File: src/rtl/pseudo_spi_rx_pkg.sv
// Shared definitions for the pseudo-SPI receiver: FSM encodings and helpers.
package pseudo_spi_rx_pkg;

    typedef logic [1:0] rx_state_t;

    // Legacy-compatible state encodings shared with the CPU-side defines.
    localparam rx_state_t RX_IDLE  = 2'b00;
    localparam rx_state_t RX_SHIFT = 2'b01;
    localparam rx_state_t RX_WLAT  = 2'b11;
    localparam rx_state_t RX_DONE  = 2'b10;

    // A transfer is in flight while a frame is being shifted or latched.
    function automatic logic rx_is_busy(input rx_state_t st);
        return (st == RX_SHIFT) || (st == RX_WLAT);
    endfunction

endpackage

File: src/rtl/spi_rx_fifo.sv
// Small synchronous FIFO with a registered head word. Pointers carry an extra
// wrap bit so full and empty are distinguishable without a counter.
module spi_rx_fifo #(
    parameter int DATA_WIDTH = 8,
    parameter int FIFO_DEPTH = 4
) (
    input  logic                  clk,
    input  logic                  rst,
    input  logic                  push,
    input  logic [DATA_WIDTH-1:0] din,
    input  logic                  pop,
    output logic [DATA_WIDTH-1:0] dout,
    output logic                  empty,
    output logic                  full
);

    localparam int AW = $clog2(FIFO_DEPTH);
    localparam int PW = AW + 1;

    logic [PW-1:0]         wr_ptr_q, wr_ptr_d;
    logic [PW-1:0]         rd_ptr_q, rd_ptr_d;
    logic [DATA_WIDTH-1:0] dout_q, dout_d;
    logic [DATA_WIDTH-1:0] mem_q [FIFO_DEPTH];
    logic                  push_ok;
    logic                  pop_ok;

    assign empty   = (wr_ptr_q == rd_ptr_q);
    assign full    = (wr_ptr_q[AW] != rd_ptr_q[AW]) &&
                     (wr_ptr_q[AW-1:0] == rd_ptr_q[AW-1:0]);
    // A push into a full FIFO is still accepted when the head leaves this cycle.
    assign push_ok = push && (!full || pop);
    assign pop_ok  = pop && !empty;
    assign dout    = dout_q;

    // Next pointers and next head word; the head is kept in a register so DOUT
    // never depends combinationally on READY.
    always_comb begin
        // NOTE: every signal written here gets a default first, so no latch is inferred.
        wr_ptr_d = wr_ptr_q + PW'(push_ok);
        rd_ptr_d = rd_ptr_q + PW'(pop_ok);
        dout_d   = dout_q;
        if (pop_ok) begin
            if (rd_ptr_d == wr_ptr_q) begin
                // Last stored entry leaves; the new head can only be this cycle's push.
                if (push_ok) begin
                    dout_d = din;
                end
            end else begin
                dout_d = mem_q[rd_ptr_d[AW-1:0]];
            end
        end else if (empty && push_ok) begin
            dout_d = din;
        end
    end

    // Pointer and head registers.
    always_ff @(posedge clk or posedge rst) begin
        // NOTE: state is updated with non-blocking assignments so every flop samples pre-edge values.
        if (rst) begin
            wr_ptr_q <= '0;
            rd_ptr_q <= '0;
            dout_q   <= '0;
        end else begin
            wr_ptr_q <= wr_ptr_d;
            rd_ptr_q <= rd_ptr_d;
            dout_q   <= dout_d;
        end
    end

    // Storage write port.
    always_ff @(posedge clk) begin
        // NOTE: storage is not reset; the pointers alone define which entries are valid.
        if (push_ok) begin
            mem_q[wr_ptr_q[AW-1:0]] <= din;
        end
    end

endmodule

File: src/rtl/pseudo_spi_rx.sv
// Pseudo-SPI receiver: samples SPI_SI on SCLK2 rising edges, assembles bytes
// LSB-first, latches them into a FIFO on LAT and tracks transfer progress.
module pseudo_spi_rx
    import pseudo_spi_rx_pkg::*;
#(
    parameter int DATA_WIDTH = 8,
    parameter int LEN_WIDTH  = 8,
    parameter int FIFO_DEPTH = 4
) (
    input  logic                  CLK,
    input  logic                  RST,
    input  logic                  BGN,
    input  logic [LEN_WIDTH-1:0]  DATA_LEN,
    input  logic                  SCLK1,
    input  logic                  SCLK2,
    input  logic                  LAT,
    input  logic                  SPI_SI,
    output logic [DATA_WIDTH-1:0] DOUT,
    output logic                  VALID,
    input  logic                  READY,
    output logic [LEN_WIDTH-1:0]  BYTE_CNT,
    output logic                  BUSY,
    output logic                  DONE,
    output logic                  FRM_ERR,
    output logic                  OVF
);

    localparam int BCW = $clog2(DATA_WIDTH + 1);
    localparam logic [BCW-1:0] LAST_BIT = BCW'(DATA_WIDTH - 1);

    rx_state_t             state_q, state_d;
    logic                  sclk2_q;
    logic [DATA_WIDTH-1:0] shreg_q, shreg_d;
    logic [BCW-1:0]        bit_cnt_q, bit_cnt_d;
    logic [LEN_WIDTH-1:0]  byte_cnt_q, byte_cnt_d;
    logic [LEN_WIDTH-1:0]  len_q, len_d;
    logic                  frm_err_q, frm_err_d;
    logic                  ovf_q, ovf_d;
    logic [LEN_WIDTH-1:0]  byte_cnt_inc;
    logic                  rise;
    logic                  push;
    logic                  pop;
    logic                  fifo_empty;
    logic                  fifo_full;

    assign rise         = SCLK2 & ~sclk2_q;
    assign pop          = VALID & READY;
    assign byte_cnt_inc = byte_cnt_q + LEN_WIDTH'(1);

    // Receive FSM: shifting, byte latching, error flags and byte counting.
    always_comb begin
        state_d    = state_q;
        shreg_d    = shreg_q;
        bit_cnt_d  = bit_cnt_q;
        byte_cnt_d = byte_cnt_q;
        len_d      = len_q;
        frm_err_d  = frm_err_q;
        ovf_d      = ovf_q;
        push       = 1'b0;
        case (state_q)
            RX_IDLE: begin
                if (BGN) begin
                    len_d      = DATA_LEN;
                    byte_cnt_d = '0;
                    bit_cnt_d  = '0;
                    frm_err_d  = 1'b0;
                    ovf_d      = 1'b0;
                    state_d    = (DATA_LEN == '0) ? RX_DONE : RX_SHIFT;
                end
            end
            RX_SHIFT: begin
                if (!BGN) begin
                    bit_cnt_d = '0;
                    state_d   = RX_IDLE;
                end else if (LAT) begin
                    // Short frame: drop the partial byte and resynchronise.
                    frm_err_d = 1'b1;
                    bit_cnt_d = '0;
                end else if (rise) begin
                    shreg_d   = {SPI_SI, shreg_q[DATA_WIDTH-1:1]};
                    bit_cnt_d = bit_cnt_q + BCW'(1);
                    if (SCLK1) begin
                        frm_err_d = 1'b1;
                    end
                    if (bit_cnt_q == LAST_BIT) begin
                        state_d = RX_WLAT;
                    end
                end
            end
            RX_WLAT: begin
                if (!BGN) begin
                    bit_cnt_d = '0;
                    state_d   = RX_IDLE;
                end else begin
                    // Extra clock after a full byte is a framing error; the bit is dropped.
                    if (rise) begin
                        frm_err_d = 1'b1;
                    end
                    if (LAT) begin
                        push       = 1'b1;
                        byte_cnt_d = byte_cnt_inc;
                        bit_cnt_d  = '0;
                        if (fifo_full && !pop) begin
                            ovf_d = 1'b1;
                        end
                        state_d = (byte_cnt_inc == len_q) ? RX_DONE : RX_SHIFT;
                    end
                end
            end
            default: begin
                if (!BGN) begin
                    state_d = RX_IDLE;
                end
            end
        endcase
    end

    // Receiver state registers.
    always_ff @(posedge CLK or posedge RST) begin
        if (RST) begin
            state_q    <= RX_IDLE;
            sclk2_q    <= 1'b0;
            shreg_q    <= '0;
            bit_cnt_q  <= '0;
            byte_cnt_q <= '0;
            len_q      <= '0;
            frm_err_q  <= 1'b0;
            ovf_q      <= 1'b0;
        end else begin
            state_q    <= state_d;
            sclk2_q    <= SCLK2;
            shreg_q    <= shreg_d;
            bit_cnt_q  <= bit_cnt_d;
            byte_cnt_q <= byte_cnt_d;
            len_q      <= len_d;
            frm_err_q  <= frm_err_d;
            ovf_q      <= ovf_d;
        end
    end

    spi_rx_fifo #(
        .DATA_WIDTH (DATA_WIDTH),
        .FIFO_DEPTH (FIFO_DEPTH)
    ) u_fifo (
        .clk   (CLK),
        .rst   (RST),
        .push  (push),
        .din   (shreg_q),
        .pop   (pop),
        .dout  (DOUT),
        .empty (fifo_empty),
        .full  (fifo_full)
    );

    assign VALID    = ~fifo_empty;
    assign BYTE_CNT = byte_cnt_q;
    assign BUSY     = rx_is_busy(state_q);
    assign DONE     = (state_q == RX_DONE);
    assign FRM_ERR  = frm_err_q;
    assign OVF      = ovf_q;

endmodule

File: config.mk
export PLATFORM = sky130hd
export DESIGN_NAME = pseudo_spi_rx
export DESIGN_NICKNAME = d
export VERILOG_FILES = /design/src/rtl/pseudo_spi_rx_pkg.sv /design/src/rtl/spi_rx_fifo.sv /design/src/rtl/pseudo_spi_rx.sv
export SDC_FILE = /design/constraint.sdc
export NUM_CORES = 1
export LEC_CHECK = 0
export CAP_MARGIN = 40
export CELL_PAD_IN_SITES_DETAIL_PLACEMENT = 0
export CELL_PAD_IN_SITES_GLOBAL_PLACEMENT = 2
export CORE_ASPECT_RATIO = 1.5
export CORE_MARGIN = 1.5
export CORE_UTILIZATION = 40
export CTS_CLUSTER_DIAMETER = 80
export DETAILED_ROUTE_END_ITERATION = 10
export PLACE_DENSITY_LB_ADDON = 0.1
export SLEW_MARGIN = 10
export SYNTH_ARGS = -nofsm -noshare
export SYNTH_HDL_FRONTEND = slang
export SYNTH_SLANG_ARGS = --single-unit
File: constraint.sdc
create_clock -name CLK -period 3.7 [get_ports CLK]
set_input_delay 0.925 -clock CLK [delete_from_list [all_inputs] [get_ports CLK]]
set_output_delay 0.925 -clock CLK [all_outputs]
set_load 0.02 [all_outputs]
==> metrics.md <==
| Metric | Value |
|---|---|
| Max_cap viols | 0 |
| Initial DRC Count | 173 |
| Met3 WL post-DR | 194 um |
| Post-synthesis async set-or-reset flop share | 0.5949 |
| Ant. Diodes | 0 |
| Adder-cell share of the synthesized area | 0.03337 |
| Port buffer count | 36 |
| Worst-Margin Slew | 0.7506 ns |
| Layout Nets | 348 |
| Starting Density | 0.4076 |
| Arr. time, crit path | 3.41 ns |
| XOR/XNOR Fraction of Synth Area | 0.05172 |
| EDFF count, synth | 32 |
| Clk sinks | 79 |
| M1 WL | 3081 um |
| Total gr overflow | 0 |
| H-tree Lvls | 3 |
| CTS Buf Count | 9 |
| Initial antenna violation count | 0 |
| Hold Crit Class | flop to flop |
| Sequential fraction of the synthesis area | 0.5699 |
| Metal2 WL | 4046 um |
| Detailed-route via count | 2334 |
| Crit path time final | 3.198 ns |
| Rows | 43 |
| Slowest CP cell | clkdlybuf4s50_1 |
| Synth Warn # | 0 |
| Vias in the first global route | 2424 |
| Simple-Gate Fraction of Synth Area | 0.08642 |
| Setup violations, final | 0 |
| Clk_lat worst skew | 0.33 ns |
| Syn_nets | 299 |
| CP max FO | 8 |
| Final Cycle Share | 0.8643 |
| Top routing layer in use | met4 |
| Outcome | complete, no violations |
| Vias per cell | 5.317 |
| Die area | 9977 sq um |
| # DRC | 0 |
| CP cell instances | clkdlybuf4s50_1 -> inv_1 -> a31oi_1 -> ha_1 -> ha_1 -> xnor2_1 -> nand2_1 -> o21a_1 -> mux2_4 -> mux2_2 |
| Final core area utilization | 0.4991 |
| Die W | 82.06 um |
| GPL Wtd Cong | 0.8219 |
| Crit path buffers/inverters | 2 |
| Cell family with the largest share of critical-path delay | compound AO/OA/AOI/OAI gates |
| Avg Cell Area, Syn | 13.74 sq um |
| Router iterations before antenna repair | 4 |
| Max Buffers Root-to-Sink | 2 |
| Filler cells | 795 |
| Global-route wire length before repair | 12380 um |
| TritonCTS clock tree | built |
| Unrepaired setup endpoints after global routing | false |
| Highest Clock Rate | 312.7 MHz |
| Static Leak | 1.868 nW |
| Main combinational cell family by area after synthesis | multiplexers |
| Ys flop type | dfrtp_1 |
| Routed wire length | 7426 um |
| Synth cell types | 50 |
| Clock skew | 0.005979 ns |
| Post-Synthesis Cells | 273 |
| Worst setup SP type | input pin |
| Drt wl/cell | 16.92 um |
| Setup TNS | 0 ns |
| Cell area after synthesis | 3750 sq um |
| Clock root buffer | clkbuf_16 |
| Layout cells sized above 1 | 0.2324 |
| Mux contribution to synthesized area | 0.1562 |
| Io pins | 37 |
| Core Region | 9200 sq um |
| Largest net degree at the start of global routing | 35 |
| Postcts setup bufs | 0 |
| Hold Vio Cnt, Final | 0 |
| Synth-to-Final Area Change | 22.46% |
| Slowest Stage Delay on Critical Path | 0.49 ns |
| Post-DP HPWL | 5497 um |
| Req. time, crit path | 3.92 ns |
| Detail Route Antenna Nets | 0 |
| Critical Path End Type | flop |
| Synth Area in Compound Gates | 0.08242 |
| Most used cell, CP | ha_1 |
| Synth Register Bits | 79 |
| Power Density | 764.7 nW/um^2 |
| Slew Viols, Final | 0 |
| PostCTS Resize Cnt | 0 |
| Clock Pin Slew Worst Setup and Hold Paths | 0.06 ns |
| Max-Slew Margin vs Limit | 0.4950 |
| Total GRT Usage | 0.1707 |
| Die height | 121.6 um |
| Max IR drop VDD | 0.3332 mV |
| Setup Crit Path Kind | input pin to flop |
| Post-CTS Hold Buffers | 0 |
## worst register-to-register path: cells and delay by family (launching register included)
family / cells / cell delay [ns]
compound gates: 2 / 0.61
mux: 2 / 0.61
fa+ha+maj: 2 / 0.51
flops: 1 / 0.47
xor+xnor: 2 / 0.39
simple gates: 1 / 0.08
## metrics by stage
step / area (sq um) / power [mW] / hold slack [ns] / std cells / setup WS (ns)
after global placement: 4277 / 2.596 / 0.4779 / 423 / 0.1622
final: 4592 / 3.512 / 0.4994 / 439 / 0.5020
after CTS: 4592 / 3.567 / 0.5013 / 439 / 0.4619
after detailed placement: 4277 / 2.620 / 0.4831 / 423 / 0.1119
after floorplan: 3750 / 2.248 / 0.4515 / 273 / 0.7767
after global routing: 4592 / 3.734 / 0.5250 / 439 / 0.3552
## synth_stat cells, drive strengths merged (2+ instances only)
master	number	area, sq um
dfrtp	47	1176
mux2	33	405.4
edfxtp	32	960.9
nand2	20	75.07
o21ai	18	90.09
xnor2	14	141.4
nor2	13	51.30
ha	10	125.1
mux4	8	180.2
buf	7	43.79
inv	7	26.28
nand3	7	45.04
a21oi	6	30.03
xor2	6	52.55
a31oi	4	25.02
and3	4	25.02
nor4	4	25.02
nand2b	3	18.77
a41oi	2	17.52
nand4	2	12.51
nor3b	2	20.02
o31ai	2	15.01
or2	2	12.51
## power by group
part,switching (mW),internal (mW),leakage [nW]
Sequential,0.139,1.08,0.928
Clock,0.344,0.590,0.154
Combinational,0.619,0.745,0.786
Total,1.10,2.41,1.87
## cell type report
cell class	instances	area, sq um	share of cell area
Tap cell	112	140.1	0.03052
Clock buffer	10	229.0	0.04986
Multi-Input combinational cell	179	1538	0.3349
Sequential cell	79	2137	0.4654
Clock inverter	6	86.33	0.01880
Inverter	7	26.28	0.005722
Timing Repair Buffer	46	435.4	0.09482
## cell usage in the layout (no fill, tap or decap), drive strengths merged, types with 2 or more instances in the layout
cell type,count
buf,10
bufinv,2
nor2,13
nor4,4
clkbuf,10
dfrtp,47
inv,7
a31oi,4
a21oi,6
xor2,6
o21ai,18
and3,4
nand4,2
mux2,33
ha,10
xnor2,14
o31ai,2
nor3b,2
nand2b,3
edfxtp,32
nand2,20
mux4,8
clkinv,4
a41oi,2
clkdlybuf4s50,36
nand3,7
or2,2
## routing by layer
layer / global-route usage / vias to the layer above
met2: 0.2966 / 37
li1: - / 1122
met3: 0.04195 / 8
met4: 0.05826 / 0
met1: 0.2018 / 1167
met5: 0 / -
## final timing paths
kind | start | end | slack [ns] | cells past startpoint
setup / recovery | READY | u_fifo.dout[6]$_DFFE_PP0P_ | 0.50 | 10
setup reg to reg | u_fifo.wr_ptr_q[1]$_DFF_PP0_ | u_fifo.dout[6]$_DFFE_PP0P_ | 0.91 | 9
hold / removal | bit_cnt_q[3]$_DFFE_PP0P_ | bit_cnt_q[3]$_DFFE_PP0P_ | 0.50 | 1
min in group asynchronous | RST | shreg_q[7]$_DFFE_PP0P_ | 0.87 | 2
max in group asynchronous | RST | BYTE_CNT[2]$_DFFE_PP0P_ | 2.07 | 3
hold reg to reg | bit_cnt_q[3]$_DFFE_PP0P_ | bit_cnt_q[3]$_DFFE_PP0P_ | 0.50 | 1
## flip-flops by register name (all words and copies together), names as in the netlist
register / flops
bit_cnt_q: 4
OVF: 1
len_q: 8
u_fifo.rd_ptr_q: 3
state_q: 2
sclk2_q: 1
u_fifo.wr_ptr_q: 3
FRM_ERR: 1
shreg_q: 8
u_fifo.dout: 8
BYTE_CNT: 8
u_fifo.mem_q: 32
## cell families after synthesis
| logic type | after synthesis |
|---|---|
| and+or+nand+nor | 62 |
| DFF | 79 |
| adders and majority gates | 10 |
| buffers and inverters | 15 |
| xor gates and xnor gates | 20 |
| muxes | 41 |
| AOI/OAI and AO/OA | 46 |
(Power assumes the default switching activity.)
